`src/rtl/axis_buf_pkg.sv`:
```
// Shared helpers for the AXI4-Stream packet FIFO: pointer sizing and the
// layout of a stored beat record {TLAST, TSTRB, TDATA}.
package axis_buf_pkg;

    localparam int DATA_LSB = 0;

    function automatic int clog2(input int value);
        int result;
        result = 0;
        for (int x = value - 1; x > 0; x = x >> 1) begin
            result = result + 1;
        end
        return result;
    endfunction

    function automatic int beat_w(input int tdata_w);
        return tdata_w + tdata_w / 8 + 1;
    endfunction

    function automatic int strb_lsb(input int tdata_w);
        return tdata_w;
    endfunction

    function automatic int last_bit(input int tdata_w);
        return tdata_w + tdata_w / 8;
    endfunction

endpackage

```
`src/rtl/axis_fifo_mem.sv`:
```
// Beat storage for the packet FIFO: one synchronous write port and one
// combinational read port so the head entry drives the master port directly.
module axis_fifo_mem #(
    parameter int DEPTH = 16,
    parameter int WIDTH = 37,
    parameter int AW    = 4
) (
    input  logic             clk,
    input  logic             i_we,
    input  logic [AW-1:0]    i_waddr,
    input  logic [WIDTH-1:0] i_wdata,
    input  logic [AW-1:0]    i_raddr,
    output logic [WIDTH-1:0] o_rdata
);

    logic [WIDTH-1:0] r_mem [DEPTH];

    always_ff @(posedge clk) begin
        if (i_we) begin
            r_mem[i_waddr] <= i_wdata;
        end
    end

    assign o_rdata = r_mem[i_raddr];

endmodule

```
`src/rtl/axis_slave_pkt_fifo.sv`:
```
// AXI4-Stream slave-to-master packet FIFO with occupancy and packet tracking.
// Define AXIS_STORE_FWD_EN to hold output until a complete packet is stored.
module axis_slave_pkt_fifo
    import axis_buf_pkg::*;
#(
    parameter int C_S_AXIS_TDATA_WIDTH = 32,
    parameter int FIFO_DEPTH           = 16,
    localparam int STRB_W = C_S_AXIS_TDATA_WIDTH / 8,
    localparam int PTR_W  = clog2(FIFO_DEPTH)
) (
    input  logic                            S_AXIS_ACLK,
    input  logic                            S_AXIS_ARESETN,
    input  logic [C_S_AXIS_TDATA_WIDTH-1:0] S_AXIS_TDATA,
    input  logic [STRB_W-1:0]               S_AXIS_TSTRB,
    input  logic                            S_AXIS_TLAST,
    input  logic                            S_AXIS_TVALID,
    output logic                            S_AXIS_TREADY,
    output logic [C_S_AXIS_TDATA_WIDTH-1:0] M_AXIS_TDATA,
    output logic [STRB_W-1:0]               M_AXIS_TSTRB,
    output logic                            M_AXIS_TLAST,
    output logic                            M_AXIS_TVALID,
    input  logic                            M_AXIS_TREADY,
    output logic [PTR_W:0]                  fill_level,
    output logic [PTR_W:0]                  pkt_count,
    output logic                            pkt_done
);

    localparam int BEAT_W   = beat_w(C_S_AXIS_TDATA_WIDTH);
    localparam int STRB_LSB = strb_lsb(C_S_AXIS_TDATA_WIDTH);
    localparam int LAST_BIT = last_bit(C_S_AXIS_TDATA_WIDTH);
    localparam logic [PTR_W:0] ONE = 1;

    logic [PTR_W:0]    r_wr_ptr;
    logic [PTR_W:0]    r_rd_ptr;
    logic [PTR_W:0]    r_pkt_count;
    logic              r_pkt_done;
    logic              r_rdy_en;
    logic              w_empty;
    logic              w_full;
    logic              w_push;
    logic              w_pop;
    logic [BEAT_W-1:0] w_wbeat;
    logic [BEAT_W-1:0] w_rbeat;

    // Wrap bit distinguishes full from empty when the low bits coincide.
    assign w_empty = (r_wr_ptr == r_rd_ptr);
    assign w_full  = (r_wr_ptr[PTR_W-1:0] == r_rd_ptr[PTR_W-1:0]) &&
                     (r_wr_ptr[PTR_W] != r_rd_ptr[PTR_W]);

    assign S_AXIS_TREADY = r_rdy_en && !w_full;
    assign w_push        = S_AXIS_TVALID && S_AXIS_TREADY;
    assign w_pop         = M_AXIS_TVALID && M_AXIS_TREADY;
    assign w_wbeat       = {S_AXIS_TLAST, S_AXIS_TSTRB, S_AXIS_TDATA};

    axis_fifo_mem #(
        .DEPTH (FIFO_DEPTH),
        .WIDTH (BEAT_W),
        .AW    (PTR_W)
    ) u_mem (
        .clk     (S_AXIS_ACLK),
        .i_we    (w_push),
        .i_waddr (r_wr_ptr[PTR_W-1:0]),
        .i_wdata (w_wbeat),
        .i_raddr (r_rd_ptr[PTR_W-1:0]),
        .o_rdata (w_rbeat)
    );

    assign M_AXIS_TDATA = w_rbeat[DATA_LSB +: C_S_AXIS_TDATA_WIDTH];
    assign M_AXIS_TSTRB = w_rbeat[STRB_LSB +: STRB_W];
    assign M_AXIS_TLAST = w_rbeat[LAST_BIT];

    always_ff @(posedge S_AXIS_ACLK or negedge S_AXIS_ARESETN) begin
        if (!S_AXIS_ARESETN) begin
            r_wr_ptr    <= '0;
            r_rd_ptr    <= '0;
            r_pkt_count <= '0;
            r_pkt_done  <= 1'b0;
            r_rdy_en    <= 1'b0;
        end else begin
            r_rdy_en   <= 1'b1;
            r_pkt_done <= w_push && S_AXIS_TLAST;
            if (w_push) begin
                r_wr_ptr <= r_wr_ptr + ONE;
            end
            if (w_pop) begin
                r_rd_ptr <= r_rd_ptr + ONE;
            end
            case ({w_push && S_AXIS_TLAST, w_pop && M_AXIS_TLAST})
                2'b10:   r_pkt_count <= r_pkt_count + ONE;
                2'b01:   r_pkt_count <= r_pkt_count - ONE;
                default: r_pkt_count <= r_pkt_count;
            endcase
        end
    end

`ifdef AXIS_STORE_FWD_EN
    logic r_cut_thru;

    // A full FIFO without any TLAST would never drain, so fall back to
    // cut-through until the oversized packet's TLAST has left.
    always_ff @(posedge S_AXIS_ACLK or negedge S_AXIS_ARESETN) begin
        if (!S_AXIS_ARESETN) begin
            r_cut_thru <= 1'b0;
        end else if (w_pop && M_AXIS_TLAST) begin
            r_cut_thru <= 1'b0;
        end else if (w_full && (r_pkt_count == '0)) begin
            r_cut_thru <= 1'b1;
        end
    end

    assign M_AXIS_TVALID = !w_empty && ((r_pkt_count != '0) || w_full || r_cut_thru);
`else
    assign M_AXIS_TVALID = !w_empty;
`endif

    assign fill_level = r_wr_ptr - r_rd_ptr;
    assign pkt_count  = r_pkt_count;
    assign pkt_done   = r_pkt_done;

endmodule

```
`config.mk`:
```
export PLATFORM = sky130hd
export DESIGN_NAME = axis_slave_pkt_fifo
export DESIGN_NICKNAME = d
export VERILOG_FILES = /design/src/rtl/axis_buf_pkg.sv /design/src/rtl/axis_fifo_mem.sv /design/src/rtl/axis_slave_pkt_fifo.sv
export SDC_FILE = /design/constraint.sdc
export NUM_CORES = 1
export LEC_CHECK = 0
export BUFFER_PORTS_ARGS = -buffer_cell sky130_fd_sc_hd__buf_2
export CAP_MARGIN = 20
export CORE_UTILIZATION = 60
export CTS_CLUSTER_DIAMETER = 40
export DETAILED_ROUTE_END_ITERATION = 16
export HOLD_SLACK_MARGIN = 0.03
export PLACE_DENSITY_LB_ADDON = 0.12
export REMOVE_ABC_BUFFERS = 1
export SYNTH_ARGS = -nofsm -noshare
export SYNTH_HDL_FRONTEND = slang
export SYNTH_SLANG_ARGS = --single-unit
```
`constraint.sdc`:
```
create_clock -name S_AXIS_ACLK -period 6 [get_ports S_AXIS_ACLK]
set_input_delay 1.2 -clock S_AXIS_ACLK [delete_from_list [all_inputs] [get_ports S_AXIS_ACLK]]
set_output_delay 1.2 -clock S_AXIS_ACLK [all_outputs]
set_load 0.02 [all_outputs]
```
==> qor.log <==
qor: placement.postPlaceCellArea 0.0245 mm²
qor: placement.preCtsSetupSlack 2.04 ns
qor: floorplan.die_h 199 µm
qor: power_and_ir_drop.ir_worst_vdd 305 µV
qor: run_status.run_status completed
qor: timing.worst_slew_pin_slew 1.07 ns
qor: cells_and_area.postLayoutCellArea 0.0270 mm²
qor: timing.fmaxAchievable 0.226 GHz
qor: timing.final_min_period_over_clock_period 0.738
qor: placement.dpl.hpwl 24900 µm
qor: synth.ys_seq_area_frac 0.782
qor: power_and_ir_drop.power_frac_comb 0.276
qor: power_and_ir_drop.report.power.total 0.0133 W
qor: detailed_routing.drt_iter0_markers 881
qor: detailed_routing.drt-pass1-iter-count 5
qor: global_route.antenna_violations_before_repair 3
qor: global_route.grt_max_degree 56
qor: timing.worst_slack 1.57 ns
qor: setup_path.critPathLaunchType flip-flop
qor: global_route.grt_usage 0.252
qor: cells_and_area.layout.nets 1233
qor: setup_path.timing.critical_path.slowest_stage_cell sky130_fd_sc_hd__dfrtp_4
qor: placement.placement.io_buffers 90
qor: detailed_routing.total_routed_wirelength 47200 µm
qor: timing.fin_tns_setup 0 ns
qor: setup_path.critPathKind reg2out
qor: global_route.grt_pass1_wl 70000 µm
qor: power_and_ir_drop.cellPowerDensity 494 mW/mm²
qor: floorplan.coreArea 0.0379 mm²
qor: floorplan.floorplan.rows 71
qor: timing.drv_slew 0
qor: clocking.cts_repair_resize_count 0
qor: run.max_cap_violations 0
qor: floorplan.die_area 0.0396 mm²
qor: setup_path.crit_chain buf_4 -> mux4_2 -> a22oi_1 -> nand2_1 -> buf_2
qor: power_and_ir_drop.sw_frac_of_total 0.303
qor: setup_path.crit_path_max_incr_delay 0.85 ns
qor: cells_and_area.final_core_utilization 0.712
qor: detailed_routing.via_per_inst 6.26
qor: timing.final-hold-violation-count 0
qor: synth.synthesis.area 0.0233 mm²
qor: power_and_ir_drop.power_report.internal_total 0.00930 W
qor: setup_path.worst_setup_path_end_kind primary output
qor: setup_path.timing.critical_path.required 4.80 ns
qor: timing.worst_clock_skew 0.0263 ns
qor: cells_and_area.syn_to_final_growth 16.0%
qor: synth.ffs_w_async_s_r_synth 0.0279
qor: detailed_routing.post_drt_wl_per_cell 27.1 µm
qor: power_and_ir_drop.clkPwrFrac 0.335
qor: synth.dominantRegCellSynth sky130_fd_sc_hd__edfxtp_1
qor: clocking.clk_latency 0.59 ns
qor: synth.yosys.cell_types.count 37
qor: clocking.clock_tree.root_cell sky130_fd_sc_hd__clkbuf_16
qor: detailed_routing.ant_nets 0
qor: global_route.first_global_vias 11200
qor: floorplan.initial_core_utilization 0.614
qor: synth.synth-edff-count 592
qor: synth.synth_seq_cells 609
qor: clocking.postCtsSetupRepairBufs 0
qor: timing.setup_repair_after_global_routing_missed_its_margin no
qor: detailed_routing.drc 0
qor: clocking.cts_max_path_buffers 3
qor: clocking.clkSlewWorstSetupHoldPaths 0.06 ns
qor: cells_and_area.final_layout_size_suffix_gt1_frac 0.326
qor: clocking.number_of_buffers_inserted_during_clock_tree_synthesis 74
qor: cells_and_area.fill_cells 2263
qor: floorplan.floorplan.die.width 199 µm
qor: placement.place.gp.congestion 0.733
qor: min_path.holdCritPathClass reg2reg
qor: power_and_ir_drop.power_leakage 8.88 nW
qor: clocking.cts.htree.levels 3
qor: timing.slew-limit-headroom 0.286
qor: clocking.hold_buffers 0
qor: setup_path.arrival 3.23 ns
qor: global_route.gr-total-overflow 0
qor: cells_and_area.multi_input_gate_area_in_the_final_layout 0.00486 mm²
qor: synth.synthesis.yosys.warnings 0
qor: timing.finalSetupViolCount 0
qor: synth.synth.avg_cell_area 22.5 µm²
qor: power_and_ir_drop.sequentialPowerShare 0.388
qor: setup_path.critical_path_peak_fanout 55
qor: power_and_ir_drop.power.net_switching 0.00405 W
qor: cells_and_area.ff_latch_area 0.0182 mm²
qor: detailed_routing.total_via_count_after_detailed_routing 10900
qor: clocking.tritoncts built
qor: floorplan.pin_count 91
qor: timing.finalWorstPathRequiredPeriod 4.43 ns
qor: clocking.numClockSinks 609
qor: synth.syn_inst 1034
-- worst max-delay path, delay by kind of cell (launching register included) --
family | cells | cell delay, ns
AOI/OAI and AO/OA | 1 | 0.32
buffers and inverters | 2 | 0.92
DFF | 1 | 0.85
muxes | 1 | 0.41
and+or+nand+nor | 1 | 0.09
-- flip-flops by register name (all words and copies together) (netlist names) --
| register | flops |
|---|---|
| pkt_count | 5 |
| pkt_done | 1 |
| r_rd_ptr | 5 |
| r_rdy_en | 1 |
| r_wr_ptr | 5 |
| u_mem.r_mem | 592 |
-- layout by cell type (no fill, tap or decap), drive strengths merged --
cell and count:
a211oi 1, a21boi 1, a21o 3, a21oi 4
a22oi 72, and3 1, and4 1, buf 119
bufinv 9, clkbuf 88, clkinv 26, clkinvlp 2
conb 1, dfrtp 17, diode 2, edfxtp 592
fa 2, ha 13, inv 21, mux2i 1
mux4 148, nand2 52, nand2b 2, nand3 1
nand4 3, nor2 17, nor2b 1, nor3 5
o2111ai 1, o211a 1, o211ai 1, o21a 2
o21ai 6, o311ai 2, o31a 1, or3 1
xnor2 11, xor2 4
-- per-stage QoR --
| step | hold WS [ns] | std cells |
|---|---|---|
| 6_report | 0.487 | 1746 |
| 5_1_grt | 0.512 | 1744 |
| 4_1_cts | 0.493 | 1743 |
| 3_5_place_dp | 0.485 | 1611 |
| 3_3_place_gp | 0.474 | 1611 |
| 2_1_floorplan | 0.462 | 982 |
-- cells by family (layout without fill, tap and decap cells) --
kind of cell / Yosys count / count (layout) / synth area share
xor+xnor: 15 / 15 / 0.00564
mux: 149 / 149 / 0.144
buf+inv: 66 / 265 / 0.0150
other cells: 1 / 3 / 0.000161
simple gates: 84 / 84 / 0.0149
flops: 609 / 609 / 0.782
compound gates: 95 / 95 / 0.0299
fa+ha+maj: 15 / 15 / 0.00871
-- final cells by class --
cell class                 instances  share of cell area
clock inverter                    44              0.0180
clock buffer                      88              0.0744
inverter                          14             0.00195
timing repair buffer             119              0.0273
antenna                            2            0.000185
tap                              511              0.0237
sequential                       609               0.674
multi-input combinational        359               0.180
-- Yosys cell counts (3+ instances only) --
library cell	n	area, µm²
sky130_fd_sc_hd__edfxtp_1	592	17800
sky130_fd_sc_hd__mux4_2	148	3330
sky130_fd_sc_hd__a22oi_1	72	541
sky130_fd_sc_hd__nand2_1	52	195
sky130_fd_sc_hd__clkbuf_1	23	86.3
sky130_fd_sc_hd__dfrtp_1	17	425
sky130_fd_sc_hd__nor2_1	17	63.8
sky130_fd_sc_hd__inv_1	14	52.6
sky130_fd_sc_hd__ha_1	13	163
sky130_fd_sc_hd__xnor2_1	11	96.3
sky130_fd_sc_hd__buf_2	9	45.0
sky130_fd_sc_hd__buf_4	8	60.1
sky130_fd_sc_hd__buf_6	8	90.1
sky130_fd_sc_hd__o21ai_0	6	30.0
sky130_fd_sc_hd__nor3_1	5	25.0
sky130_fd_sc_hd__a21oi_1	4	20.0
sky130_fd_sc_hd__buf_1	4	15.0
sky130_fd_sc_hd__xor2_1	4	35.0
sky130_fd_sc_hd__a21o_1	3	22.5
sky130_fd_sc_hd__nand4_1	3	18.8
-- power by group through the flow --
stage               registers [W]  clock network (W)  logic (W)
global placement          0.00526                  0    0.00370
detailed placement        0.00528                  0    0.00372
floorplan                 0.00547                  0    0.00267
finish                    0.00518            0.00448    0.00369
CTS                       0.00519            0.00454    0.00374
global route              0.00522            0.00470    0.00399
-- layer usage --
layer | global-route usage | wire length, µm | vias up
li1 | - | - | 4664
met1 | 0.354 | 19300 | 5746
met2 | 0.404 | 23600 | 427
met3 | 0.0514 | 3280 | 91
met4 | 0.0803 | 1020 | 4
met5 | 0 | 24 | -
-- path summary, 6_finish.rpt --
check / from / to / slack (ns) / cells after the start
max: r_rd_ptr[1] / M_AXIS_TDATA[26] / 1.57 / 5
min: r_rd_ptr[4] / r_rd_ptr[4] / 0.49 / 1
max reg2reg: r_rd_ptr[1] / pkt_count[4] / 2.01 / 10
min reg2reg: r_rd_ptr[4] / r_rd_ptr[4] / 0.49 / 1
max in group asynchronous: S_AXIS_ARESETN / r_rd_ptr[0] / 5.08 / 1
min in group asynchronous: S_AXIS_ARESETN / pkt_count[3] / 0.57 / 1
Note: power is estimated with default switching activity, not from simulation.
